===== src/rtl/i2c_pkg.sv =====
// Shared definitions for the I2C master: command encodings, FSM states,
// quarter-bit phase names and the divider calculation.
package i2c_pkg;

    // Command field data[9:8]
    localparam logic [1:0] CMD_WRITE     = 2'b00;
    localparam logic [1:0] CMD_READ_ACK  = 2'b01;
    localparam logic [1:0] CMD_READ_NACK = 2'b10;
    localparam logic [1:0] CMD_STOP      = 2'b11;

    // data[10] requests a (repeated) START ahead of a WRITE
    localparam int START_BIT = 10;

    // Bus-level state; HOLD owns the bus with SCL low between commands
    typedef enum logic [2:0] {
        ST_IDLE  = 3'd0,
        ST_START = 3'd1,
        ST_XFER  = 3'd2,
        ST_STOP  = 3'd3,
        ST_HOLD  = 3'd4
    } state_t;

    // Quarter-bit phases within one START, bit or STOP
    localparam logic [1:0] Q_SET    = 2'd0;
    localparam logic [1:0] Q_RISE   = 2'd1;
    localparam logic [1:0] Q_SAMPLE = 2'd2;
    localparam logic [1:0] Q_FALL   = 2'd3;

    // Clocks per quarter bit, rounded up so SCL never exceeds the target
    function automatic int calc_div(input int clk_hz, input int scl_hz);
        int d;
        d = (clk_hz + 4 * scl_hz - 1) / (4 * scl_hz);
        return (d < 1) ? 1 : d;
    endfunction

endpackage


===== src/rtl/i2c_qdiv.sv =====
// Quarter-bit tick generator. Counts DIV clocks while run=1 and emits a
// one-cycle tick; hold=1 reloads the count so the current quarter restarts.
module i2c_qdiv #(
    parameter int DIV = 1
) (
    input  logic clk,
    input  logic reset,
    input  logic run,
    input  logic hold,
    output logic tick
);

    localparam int CW = (DIV > 1) ? $clog2(DIV) : 1;
    localparam logic [CW-1:0] LAST = CW'(DIV - 1);

    logic [CW-1:0] cnt;

    assign tick = run & ~hold & (cnt == LAST);

    // Free-running count while active; idle, hold and wrap all return to zero
    always_ff @(posedge clk or posedge reset) begin
        if (reset) begin
            cnt <= '0;
        end else if (!run || hold || (cnt == LAST)) begin
            cnt <= '0;
        end else begin
            cnt <= cnt + 1'b1;
        end
    end

endmodule


===== src/rtl/i2c_master.sv =====
// I2C master: one command per CPU write (start+write, write, read with ACK,
// read with NACK, stop), open-drain pad control and SCL clock stretching.
//
// Command handshake: wr is a one-cycle strobe sampled on the rising clock
// edge; it is taken only when busy=0 in that same cycle, otherwise it is
// dropped. busy rises the cycle after acceptance and falls in the cycle the
// FSM leaves START, XFER or STOP, so a wr coinciding with completion is lost.
module i2c_master
    import i2c_pkg::*;
#(
    parameter int CLK      = 3579545,
    parameter int SCL_FREQ = 400000
) (
    input  logic        clk,
    input  logic        reset,
    input  logic        wr,
    input  logic [10:0] data,
    output logic [7:0]  rd_data,
    output logic        rd_valid,
    output logic        nack,
    output logic        busy,
    output logic        scl_o,
    output logic        sda_o,
    input  logic        scl_i,
    input  logic        sda_i
);

    localparam int I2C_DIV = calc_div(CLK, SCL_FREQ);

    state_t      state;
    state_t      state_next;
    logic        take;
    logic        tick;
    logic        hold;
    logic [1:0]  q;
    logic [3:0]  bitcnt;
    logic [7:0]  tx_sh;
    logic [7:0]  rx_sh;
    logic [1:0]  cmd_r;
    logic        restart;
    logic        is_read;

    assign is_read = (cmd_r == CMD_READ_ACK) || (cmd_r == CMD_READ_NACK);

    // A slave holding SCL low after we release it freezes the rise quarter
    assign hold = (q == Q_RISE) && !scl_i;

    i2c_qdiv #(
        .DIV (I2C_DIV)
    ) u_qdiv (
        .clk   (clk),
        .reset (reset),
        .run   (busy),
        .hold  (hold),
        .tick  (tick)
    );

    // State register
    always_ff @(posedge clk or posedge reset) begin
        if (reset) begin
            state <= ST_IDLE;
        end else begin
            state <= state_next;
        end
    end

    // Next state: command decode in IDLE/HOLD, phase-3 exits elsewhere
    always_comb begin
        state_next = state;
        take       = 1'b0;
        case (state)
            ST_IDLE: begin
                if (wr && (data[9:8] == CMD_WRITE)) begin
                    state_next = ST_START;
                    take       = 1'b1;
                end
            end
            ST_HOLD: begin
                if (wr) begin
                    take = 1'b1;
                    if (data[9:8] == CMD_STOP) begin
                        state_next = ST_STOP;
                    end else if ((data[9:8] == CMD_WRITE) && data[START_BIT]) begin
                        state_next = ST_START;
                    end else begin
                        state_next = ST_XFER;
                    end
                end
            end
            ST_START: begin
                if (tick && (q == Q_FALL)) state_next = ST_XFER;
            end
            ST_XFER: begin
                if (tick && (q == Q_FALL) && (bitcnt == 4'd8)) state_next = ST_HOLD;
            end
            ST_STOP: begin
                if (tick && (q == Q_FALL)) state_next = ST_IDLE;
            end
            default: state_next = ST_IDLE;
        endcase
    end

    // Pad and busy decode; each phase keeps the levels set on entry
    always_comb begin
        busy  = 1'b0;
        scl_o = 1'b1;
        sda_o = 1'b1;
        case (state)
            ST_START: begin
                busy = 1'b1;
                // q0 leaves SCL where it was: high from IDLE, low from HOLD
                if (q == Q_SET) scl_o = ~restart;
                else            scl_o = (q != Q_FALL);
                sda_o = (q == Q_SET) || (q == Q_RISE);
            end
            ST_XFER: begin
                busy  = 1'b1;
                scl_o = (q == Q_RISE) || (q == Q_SAMPLE);
                if (bitcnt == 4'd8) sda_o = is_read ? (cmd_r == CMD_READ_NACK) : 1'b1;
                else                sda_o = is_read ? 1'b1 : tx_sh[7];
            end
            ST_STOP: begin
                busy  = 1'b1;
                scl_o = (q != Q_SET);
                sda_o = (q == Q_SAMPLE) || (q == Q_FALL);
            end
            ST_HOLD: begin
                scl_o = 1'b0;
                sda_o = 1'b1;
            end
            default: ;
        endcase
    end

    // Phase/bit counters, shift registers and status flags
    always_ff @(posedge clk or posedge reset) begin
        if (reset) begin
            q        <= Q_SET;
            bitcnt   <= 4'd0;
            tx_sh    <= 8'h00;
            rx_sh    <= 8'h00;
            cmd_r    <= CMD_WRITE;
            restart  <= 1'b0;
            nack     <= 1'b0;
            rd_data  <= 8'h00;
            rd_valid <= 1'b0;
        end else begin
            rd_valid <= 1'b0;
            if (take) begin
                q       <= Q_SET;
                bitcnt  <= 4'd0;
                cmd_r   <= data[9:8];
                restart <= (state == ST_HOLD);
                nack    <= 1'b0;
                if (data[9:8] == CMD_WRITE) tx_sh <= data[7:0];
            end else if (tick) begin
                q <= q + 2'd1;
                if (state == ST_XFER) begin
                    // Sample late in the high period, when SDA is settled
                    if (q == Q_SAMPLE) begin
                        if (is_read && (bitcnt != 4'd8)) rx_sh <= {rx_sh[6:0], sda_i};
                        if (!is_read && (bitcnt == 4'd8)) nack <= sda_i;
                        if (is_read && (bitcnt == 4'd8)) begin
                            rd_data  <= rx_sh;
                            rd_valid <= 1'b1;
                        end
                    end
                    if (q == Q_FALL) begin
                        if (bitcnt == 4'd8) begin
                            bitcnt <= 4'd0;
                        end else begin
                            bitcnt <= bitcnt + 4'd1;
                            tx_sh  <= {tx_sh[6:0], 1'b0};
                        end
                    end
                end
            end
        end
    end

endmodule

===== config.mk =====
export PLATFORM = sky130hd
export DESIGN_NAME = i2c_master
export DESIGN_NICKNAME = d
export VERILOG_FILES = /design/src/rtl/i2c_pkg.sv /design/src/rtl/i2c_qdiv.sv /design/src/rtl/i2c_master.sv
export SDC_FILE = /design/constraint.sdc
export NUM_CORES = 1
export LEC_CHECK = 0
export BUFFER_PORTS_ARGS = -buffer_cell sky130_fd_sc_hd__buf_2
export CAP_MARGIN = 10
export CORE_MARGIN = 3
export CORE_UTILIZATION = 61
export DETAILED_ROUTE_END_ITERATION = 8
export GPL_ROUTABILITY_DRIVEN = 0
export PLACE_DENSITY = 0.81
export SLEW_MARGIN = 10
export SYNTH_ARGS = -nofsm -noshare
export SYNTH_HDL_FRONTEND = slang
export SYNTH_SLANG_ARGS = --single-unit

===== constraint.sdc =====
create_clock -name clk -period 6.3 [get_ports clk]
set_clock_uncertainty 0.15 [all_clocks]
set_input_delay 1.26 -clock clk [delete_from_list [all_inputs] [get_ports clk]]
set_output_delay 1.26 -clock clk [all_outputs]
set_load 0.02 [all_outputs]

Word-level counts from Yosys, hierarchy flattened. Cells that the tools add are included.

$add $sub $neg: 3. Eq/ne operators: 21. Mux-type cells: 42. Bitwise operators: 5. Reduce and logical (&&, ||, !) cells: 33.

Operators with widths (number): 2-to-1 mux 8 bit (6); 2-to-1 mux 4 bit (5); AND reduction 5 bit (4); 2-to-1 mux 1 bit (17); 2-to-1 mux 3 bit (5); case mux 3 bit (5 select lines) (1); inequality test 2 bit, second input constant (7); nonzero test 2 bit (6); equality test 2 bit, second input constant (5); 2-to-1 mux 2 bit (5); logical AND 1 bit (8); equality test 3 x 2 -> 1 bit, second input constant (2); logical OR 1 bit (6); adder 2 x 1 -> 2 bit, second input constant (2); adder 4 x 1 -> 4 bit, second input constant (1); equality test 2 x 1 -> 1 bit, second input constant (2); equality test 4 bit, second input constant (1); logical NOT 2 bit (2); inequality test 4 bit, second input constant (1); case mux 1 bit (4 select lines) (1); AND reduction 4 bit (1); equality test 3 x 1 -> 1 bit, second input constant (1); equality test 3 bit, second input constant (1); logical NOT 1 bit (3); 8 further kinds (11).

Flip-flop bits (word level): 40.

Depth between registers and ports, before layout.
Word-level depth: 9. Mapped depth: 7. Depth with buffers taken out: 6.

By module. From an unflattened synthesis, not the netlist that was laid out.

Cell total of the unflattened synthesis: 183. Area, all modules: 2011.9 µm².

By module, submodules not included: i2c_master (times used 1, cells each 175, area each 1914.3 µm², sequential area each 950.9 µm²); i2c_qdiv (times used 1, cells each 8, area each 97.6 µm², sequential area each 50.0 µm²).

Worst setup path before layout. No wires, ideal clock.

Path kind: register to output. Start point: register q[0]. End point: output port scl_o. Arrival: 1.523 ns. Data required time: 4.890 ns. Path slack: 3.367 ns. Stages on the path, launching flop included: 7. Buffers on the path: 0. Path through: dfrtp_1 > inv_1 > ha_1 > mux2_2 > a32oi_1 > nor2_1 > a21oi_1.

Longest elaborated chain between the ends: 3. Elaborated cells on any way between the ends: 8. Those cells by class: 3 x eq/ne; 2 x mux; 3 x reduce/logical.

RTL lines: start: declaration (line i2c_master.sv:35) `logic [1:0] q;`; start signal: assignment (line i2c_master.sv:157) `q <= q + 2'd1;`; inequality test 2 bit (tied with other cells) (line i2c_master.sv:113) `else scl_o = (q != Q_FALL);`; 2-to-1 mux 1 bit or logical OR 1 bit (tied branches) (line i2c_master.sv:112, i2c_master.sv:118); case mux 1 bit (4 select lines) * (line i2c_master.sv:108) `case (state)`; end: declaration (line i2c_master.sv:22) `output logic scl_o,`.

Every way passes the cells marked *; elsewhere a longest branch is shown, timed or not.

Worst setup path in the final report.
Start point: register bitcnt[0]. End point: output port sda_o.

Longest elaborated chain between the ends: 3.

RTL lines: start: declaration (line i2c_master.sv:36) `logic [3:0] bitcnt;`; start signal: assignment (line i2c_master.sv:172) `bitcnt <= bitcnt + 4'd1;`; equality test 4 bit (line i2c_master.sv:119) `if (bitcnt == 4'd8) sda_o = is_read ? (cmd_r == CMD_READ_NACK) : 1'b1;`; 2-to-1 mux 1 bit (line i2c_master.sv:119); case mux 1 bit (3 select lines) (line i2c_master.sv:108); end: declaration (line i2c_master.sv:23) `output logic sda_o,`.

Every way passes these cells.

==> impl_results.html <==
<table>
<tr><th>Metric</th><th>Value</th></tr>
<tr><th colspan="2">Setup path</th></tr>
<tr><td>Category of the most critical setup path</td><td>reg -&gt; out</td></tr>
<tr><td>Required time reported for the critical path endpoint</td><td>between 4 and 5 ns</td></tr>
<tr><td>Worst Reg-to-Reg Cells</td><td>4</td></tr>
<tr><td>Cell family with the largest share of critical-path delay</td><td>simple AND/OR/NAND/NOR gates</td></tr>
<tr><td>Slowest library cell on the worst path</td><td>sky130_fd_sc_hd__dfrtp_1</td></tr>
<tr><td>Worst reg2reg endpoint</td><td>tx_sh[2]$_DFFE_PP0P_</td></tr>
<tr><td>Critical path endpoint category</td><td>primary output</td></tr>
<tr><td>Maximum single-stage delay on the critical path</td><td>roughly 0.44 ns</td></tr>
<tr><td>Minimum setup slack among reg-to-reg paths</td><td>4.02 ns</td></tr>
<tr><td>Type of element launching the critical path</td><td>flip-flop</td></tr>
<tr><td>Sum of buffers and inverters on the critical path</td><td>2</td></tr>
<tr><td>Worst setup path startpoint</td><td>bitcnt[0]$_DFFE_PP0P_</td></tr>
<tr><td>CP Max Fanout</td><td>5</td></tr>
<tr><td>Startpoint of the lowest-slack register-to-register path</td><td>state[1]$_DFFE_PP0P_</td></tr>
<tr><td>Crit path depth</td><td>7</td></tr>
<tr><td>CP arrival</td><td>2.06 ns</td></tr>
<tr><td>Critical-path cell list</td><td>inv_1, ha_1, and3b_1, nor3b_1, a21oi_1, a211o_1, buf_2</td></tr>
<tr><th colspan="2">Synth</th></tr>
<tr><td>Cell types occupying the most area after synthesis</td><td>sky130_fd_sc_hd__dfrtp_1 49%, sky130_fd_sc_hd__mux2_2 18%, sky130_fd_sc_hd__ha_1 4.9%</td></tr>
<tr><td>Flops &amp; latches, synth</td><td>40</td></tr>
<tr><td>Post-Synthesis Cell Area</td><td>2030 um2</td></tr>
<tr><td>Area share of the largest cell type after synthesis</td><td>49.4%</td></tr>
<tr><td>Count of flip-flops with a built-in enable after synthesis</td><td>0</td></tr>
<tr><td>Cell taking the most area after synthesis</td><td>sky130_fd_sc_hd__dfrtp_1</td></tr>
<tr><td>Number of instances in the synthesized netlist</td><td>171</td></tr>
<tr><td>Mean post-synth cell area</td><td>11.9 um2</td></tr>
<tr><td>Most common flop cell mapped by yosys</td><td>sky130_fd_sc_hd__dfrtp_1</td></tr>
<tr><td>Synth unique cells</td><td>40</td></tr>
<tr><td>Share of synthesized flip-flops with an asynchronous set or reset</td><td>100%</td></tr>
<tr><td>Total nets after synthesis</td><td>~200</td></tr>
<tr><td>Sequential cell area fraction in the yosys report</td><td>49.4%</td></tr>
<tr><td>Synth warnings</td><td>0</td></tr>
<tr><th colspan="2">Floorplan</th></tr>
<tr><td>Standard-cell row count</td><td>20</td></tr>
<tr><td>Area enclosed by the die boundary</td><td>4050 um2</td></tr>
<tr><td>Area of the core region</td><td>3100 um2</td></tr>
<tr><td>Effective utilization at floorplan</td><td>between 60% and 70%</td></tr>
<tr><td>Die extent in x</td><td>63.7 um</td></tr>
<tr><td>Vertical extent of the die</td><td>63.7 um</td></tr>
<tr><td>Num ports</td><td>29</td></tr>
<tr><th colspan="2">Placed design</th></tr>
<tr><td>Number of input and output port buffers inserted</td><td>28</td></tr>
<tr><td>Final HPWL DP</td><td>2.67 mm</td></tr>
<tr><td>Number of cells in the design after placement</td><td>239</td></tr>
<tr><th colspan="2">Final layout</th></tr>
<tr><td>Cell Count, Final, Fillers Out</td><td>about 250</td></tr>
<tr><td>ANT cells</td><td>0</td></tr>
<tr><td>Net total in the final layout</td><td>226</td></tr>
<tr><td>Share of final-layout standard cells stronger than drive strength 1</td><td>between 30% and 40%</td></tr>
<tr><td>Number of fill cells in the layout</td><td>239</td></tr>
<tr><td>Signed area change from the synthesized netlist to the final layout</td><td>12.4%</td></tr>
<tr><th colspan="2">Timing</th></tr>
<tr><td>Transition time at the pin with the least slew margin</td><td>approximately 0.81 ns</td></tr>
<tr><td>Setup Total Neg Slack</td><td>0 ns</td></tr>
<tr><td>Time the final worst path needs with I/O delays and setup</td><td>approximately 3.5 ns</td></tr>
<tr><td>Post-route fraction of the period consumed by the critical path</td><td>55.0%</td></tr>
<tr><td>Slew Viols, Final</td><td>0</td></tr>
<tr><td>RSZ-0062 raised after global routing</td><td>no</td></tr>
<tr><td>Timing-limited maximum frequency</td><td>0.288 GHz</td></tr>
<tr><td>Final Hold Fails</td><td>0</td></tr>
<tr><td>Max_slew headroom</td><td>45.8%</td></tr>
<tr><td>Setup violations, final</td><td>0</td></tr>
<tr><th colspan="2">Clock tree</th></tr>
<tr><td>Clock root buffer</td><td>sky130_fd_sc_hd__clkbuf_4</td></tr>
<tr><td>Number of buffers on the longest clock path</td><td>2</td></tr>
<tr><td>Deepest level of the CTS H-tree</td><td>2</td></tr>
<tr><td>Setup repair bufs after CTS</td><td>0</td></tr>
<tr><td>TritonCTS buffer count</td><td>5</td></tr>
<tr><td>Worst-skew pair later-pin latency</td><td>0.36 ns</td></tr>
<tr><td>Clock transition at the register clock pins on the worst setup and hold paths after CTS</td><td>around 0.12 ns</td></tr>
<tr><td>TritonCTS clock tree</td><td>done</td></tr>
<tr><td>Count of cells resized by post-cts repair</td><td>0</td></tr>
<tr><td>Hold Buf Count CTS</td><td>0</td></tr>
<tr><td>Count of clock tree sinks</td><td>40</td></tr>
<tr><th colspan="2">Power</th></tr>
<tr><td>Share of total power in combinational logic</td><td>between 30% and 40%</td></tr>
<tr><td>Worst IR drop on VDD</td><td>0.253 mV</td></tr>
<tr><td>Static leakage</td><td>1.17 nW</td></tr>
<tr><td>Clock share of power</td><td>23.3%</td></tr>
<tr><td>Pwr dens</td><td>320 nW/um2</td></tr>
<tr><td>Power Internal</td><td>0.474 mW</td></tr>
<tr><td>Net switching power of the design</td><td>0.256 mW</td></tr>
<tr><td>Final total power</td><td>0.730 mW</td></tr>
<tr><td>Switching Share</td><td>35.1%</td></tr>
<tr><td>Sequential fraction of design power</td><td>~45%</td></tr>
<tr><th colspan="2">Global route</th></tr>
<tr><td>Via count of the first global-routing pass</td><td>between 1000 and 1500</td></tr>
<tr><td>First-pass GRT wire length</td><td>between 6 and 7 mm</td></tr>
<tr><td>Pin count of the biggest net entering global routing</td><td>41</td></tr>
<tr><td>GRT Residual Overflow</td><td>0</td></tr>
<tr><td>GRT Total Usage</td><td>20.1%</td></tr>
<tr><td>Antenna violations before repair</td><td>0</td></tr>
<tr><th colspan="2">Drt</th></tr>
<tr><td>Number of DRC violations after detailed-routing iteration 0</td><td>107</td></tr>
<tr><td>Routed wire length</td><td>3.64 mm</td></tr>
<tr><td>Pre-antenna DRT Iters</td><td>4</td></tr>
<tr><td>Count of nets left with antenna violations after detail routing</td><td>0</td></tr>
<tr><td>Post-route DRC</td><td>0</td></tr>
<tr><td>Avg WL per Cell</td><td>between 10 and 15 um</td></tr>
<tr><td>Total vias in the final route</td><td>1410</td></tr>
<tr><td>Vias per Instance</td><td>about 5.7</td></tr>
<tr><th colspan="2">Min path</th></tr>
<tr><td>Startpoint of the most critical hold path</td><td>u_qdiv.cnt[0]$_DFF_PP0_</td></tr>
<tr><td>Worst min path class</td><td>reg -&gt; reg</td></tr>
<tr><td>Number of cells on the worst hold path</td><td>1</td></tr>
<tr><td>Hold endpoint</td><td>u_qdiv.cnt[0]$_DFF_PP0_</td></tr>
<tr><th colspan="2">Job</th></tr>
<tr><td>Number of maximum-capacitance violations</td><td>0</td></tr>
<tr><th colspan="2">Run status</th></tr>
<tr><td>Run status</td><td>finished, final reports clean</td></tr>
</table>
## layout by cell type, fill, tap and decap left out, types with 2 or more instances in the layout
master	instances
sky130_fd_sc_hd__and3_1	3
sky130_fd_sc_hd__o211ai_1	2
sky130_fd_sc_hd__nor3b_1	3
sky130_fd_sc_hd__a21oi_1	5
sky130_fd_sc_hd__and2_1	2
sky130_fd_sc_hd__nor4_1	2
sky130_fd_sc_hd__nor3_4	2
sky130_fd_sc_hd__o21ai_0	7
sky130_fd_sc_hd__nor2b_1	2
sky130_fd_sc_hd__or2_2	2
sky130_fd_sc_hd__inv_1	10
sky130_fd_sc_hd__nand3_1	6
sky130_fd_sc_hd__ha_1	8
sky130_fd_sc_hd__nor2_1	6
sky130_fd_sc_hd__clkbuf_4	5
sky130_fd_sc_hd__a31oi_1	3
sky130_fd_sc_hd__nand2b_1	3
sky130_fd_sc_hd__nand2_1	11
sky130_fd_sc_hd__buf_2	28
sky130_fd_sc_hd__mux2_2	32
sky130_fd_sc_hd__dfrtp_1	40
## stage by stage
step | hold WS, ns | cell area, um2 | utilization [%] | setup slack [ns]
2_1_floorplan | 0.258 | 2030 | - | 3.37
3_3_place_gp | 0.273 | 2200 | 70.9 | 3.30
3_5_place_dp | 0.287 | 2200 | 70.9 | 3.24
4_1_cts | 0.304 | 2280 | 73.5 | 2.85
5_1_grt | 0.333 | 2280 | 73.5 | 2.67
6_report | 0.302 | 2280 | 73.5 | 2.83
## flip-flops by register name (all words and copies together), names as in the netlist
signal      flops
restart         1
bitcnt          4
rx_sh           8
nack            1
cmd_r           2
rd_data         8
q               2
u_qdiv.cnt      2
state           3
rd_valid        1
tx_sh           8
## synth_stat cells, drive strengths merged, types with 2 or more instances
cell type	number
a21oi	5
a31oi	3
and2	2
and3	3
buf	3
clkbuf	2
dfrtp	40
ha	8
inv	10
mux2	32
nand2	11
nand2b	3
nand3	6
nand4	2
nor2	6
nor2b	2
nor3	2
nor3b	5
nor4	2
o211ai	2
o21ai	7
or2	2
## per-layer routing
metal	GRT usage, %	wire length, um
met1	24.7	1570
met2	33.1	1860
met3	3.57	152
met4	11.6	59
met5	0	0
## cell families (layout without fill, tap and decap cells)
group | Yosys count | in the layout | share of synthesized area [%]
muxes | 33 | 33 | 18.3
and+or+nand+nor | 48 | 48 | 15.4
DFF | 40 | 40 | 49.4
AOI/OAI and AO/OA | 27 | 27 | 8.70
adders and majority gates | 8 | 8 | 4.94
buffers and inverters | 15 | 47 | 3.39
## how the worst max path moves through the flow
stage,slack [ns],to
floorplan,3.37,scl_o
global placement,3.30,sda_o
detailed placement,3.24,tx_sh[5]$_DFFE_PP0P_
CTS,2.85,sda_o
global route,2.67,sda_o
finish,2.83,sda_o
## cell type report
| class | count | area (um2) | share of cell area (%) |
|---|---|---|---|
| multi-input combinational | 116 | 958 | 42.0 |
| clock buffer | 5 | 37.5 | 1.65 |
| timing repair buffer | 29 | 148 | 6.48 |
| inverter | 10 | 37.5 | 1.65 |
| sequential | 40 | 1000 | 43.9 |
| tap | 44 | 55.1 | 2.41 |
| clock inverter | 3 | 42.5 | 1.87 |
## power by group through the flow
stage	combinational, mW	clock, mW	sequential, mW
6_report	0.235	0.170	0.325
5_1_grt	0.264	0.184	0.331
4_1_cts	0.237	0.173	0.325
3_5_place_dp	0.235	0	0.330
3_3_place_gp	0.224	0	0.327
2_1_floorplan	0.206	0	0.309
(Power assumes the default switching activity.)
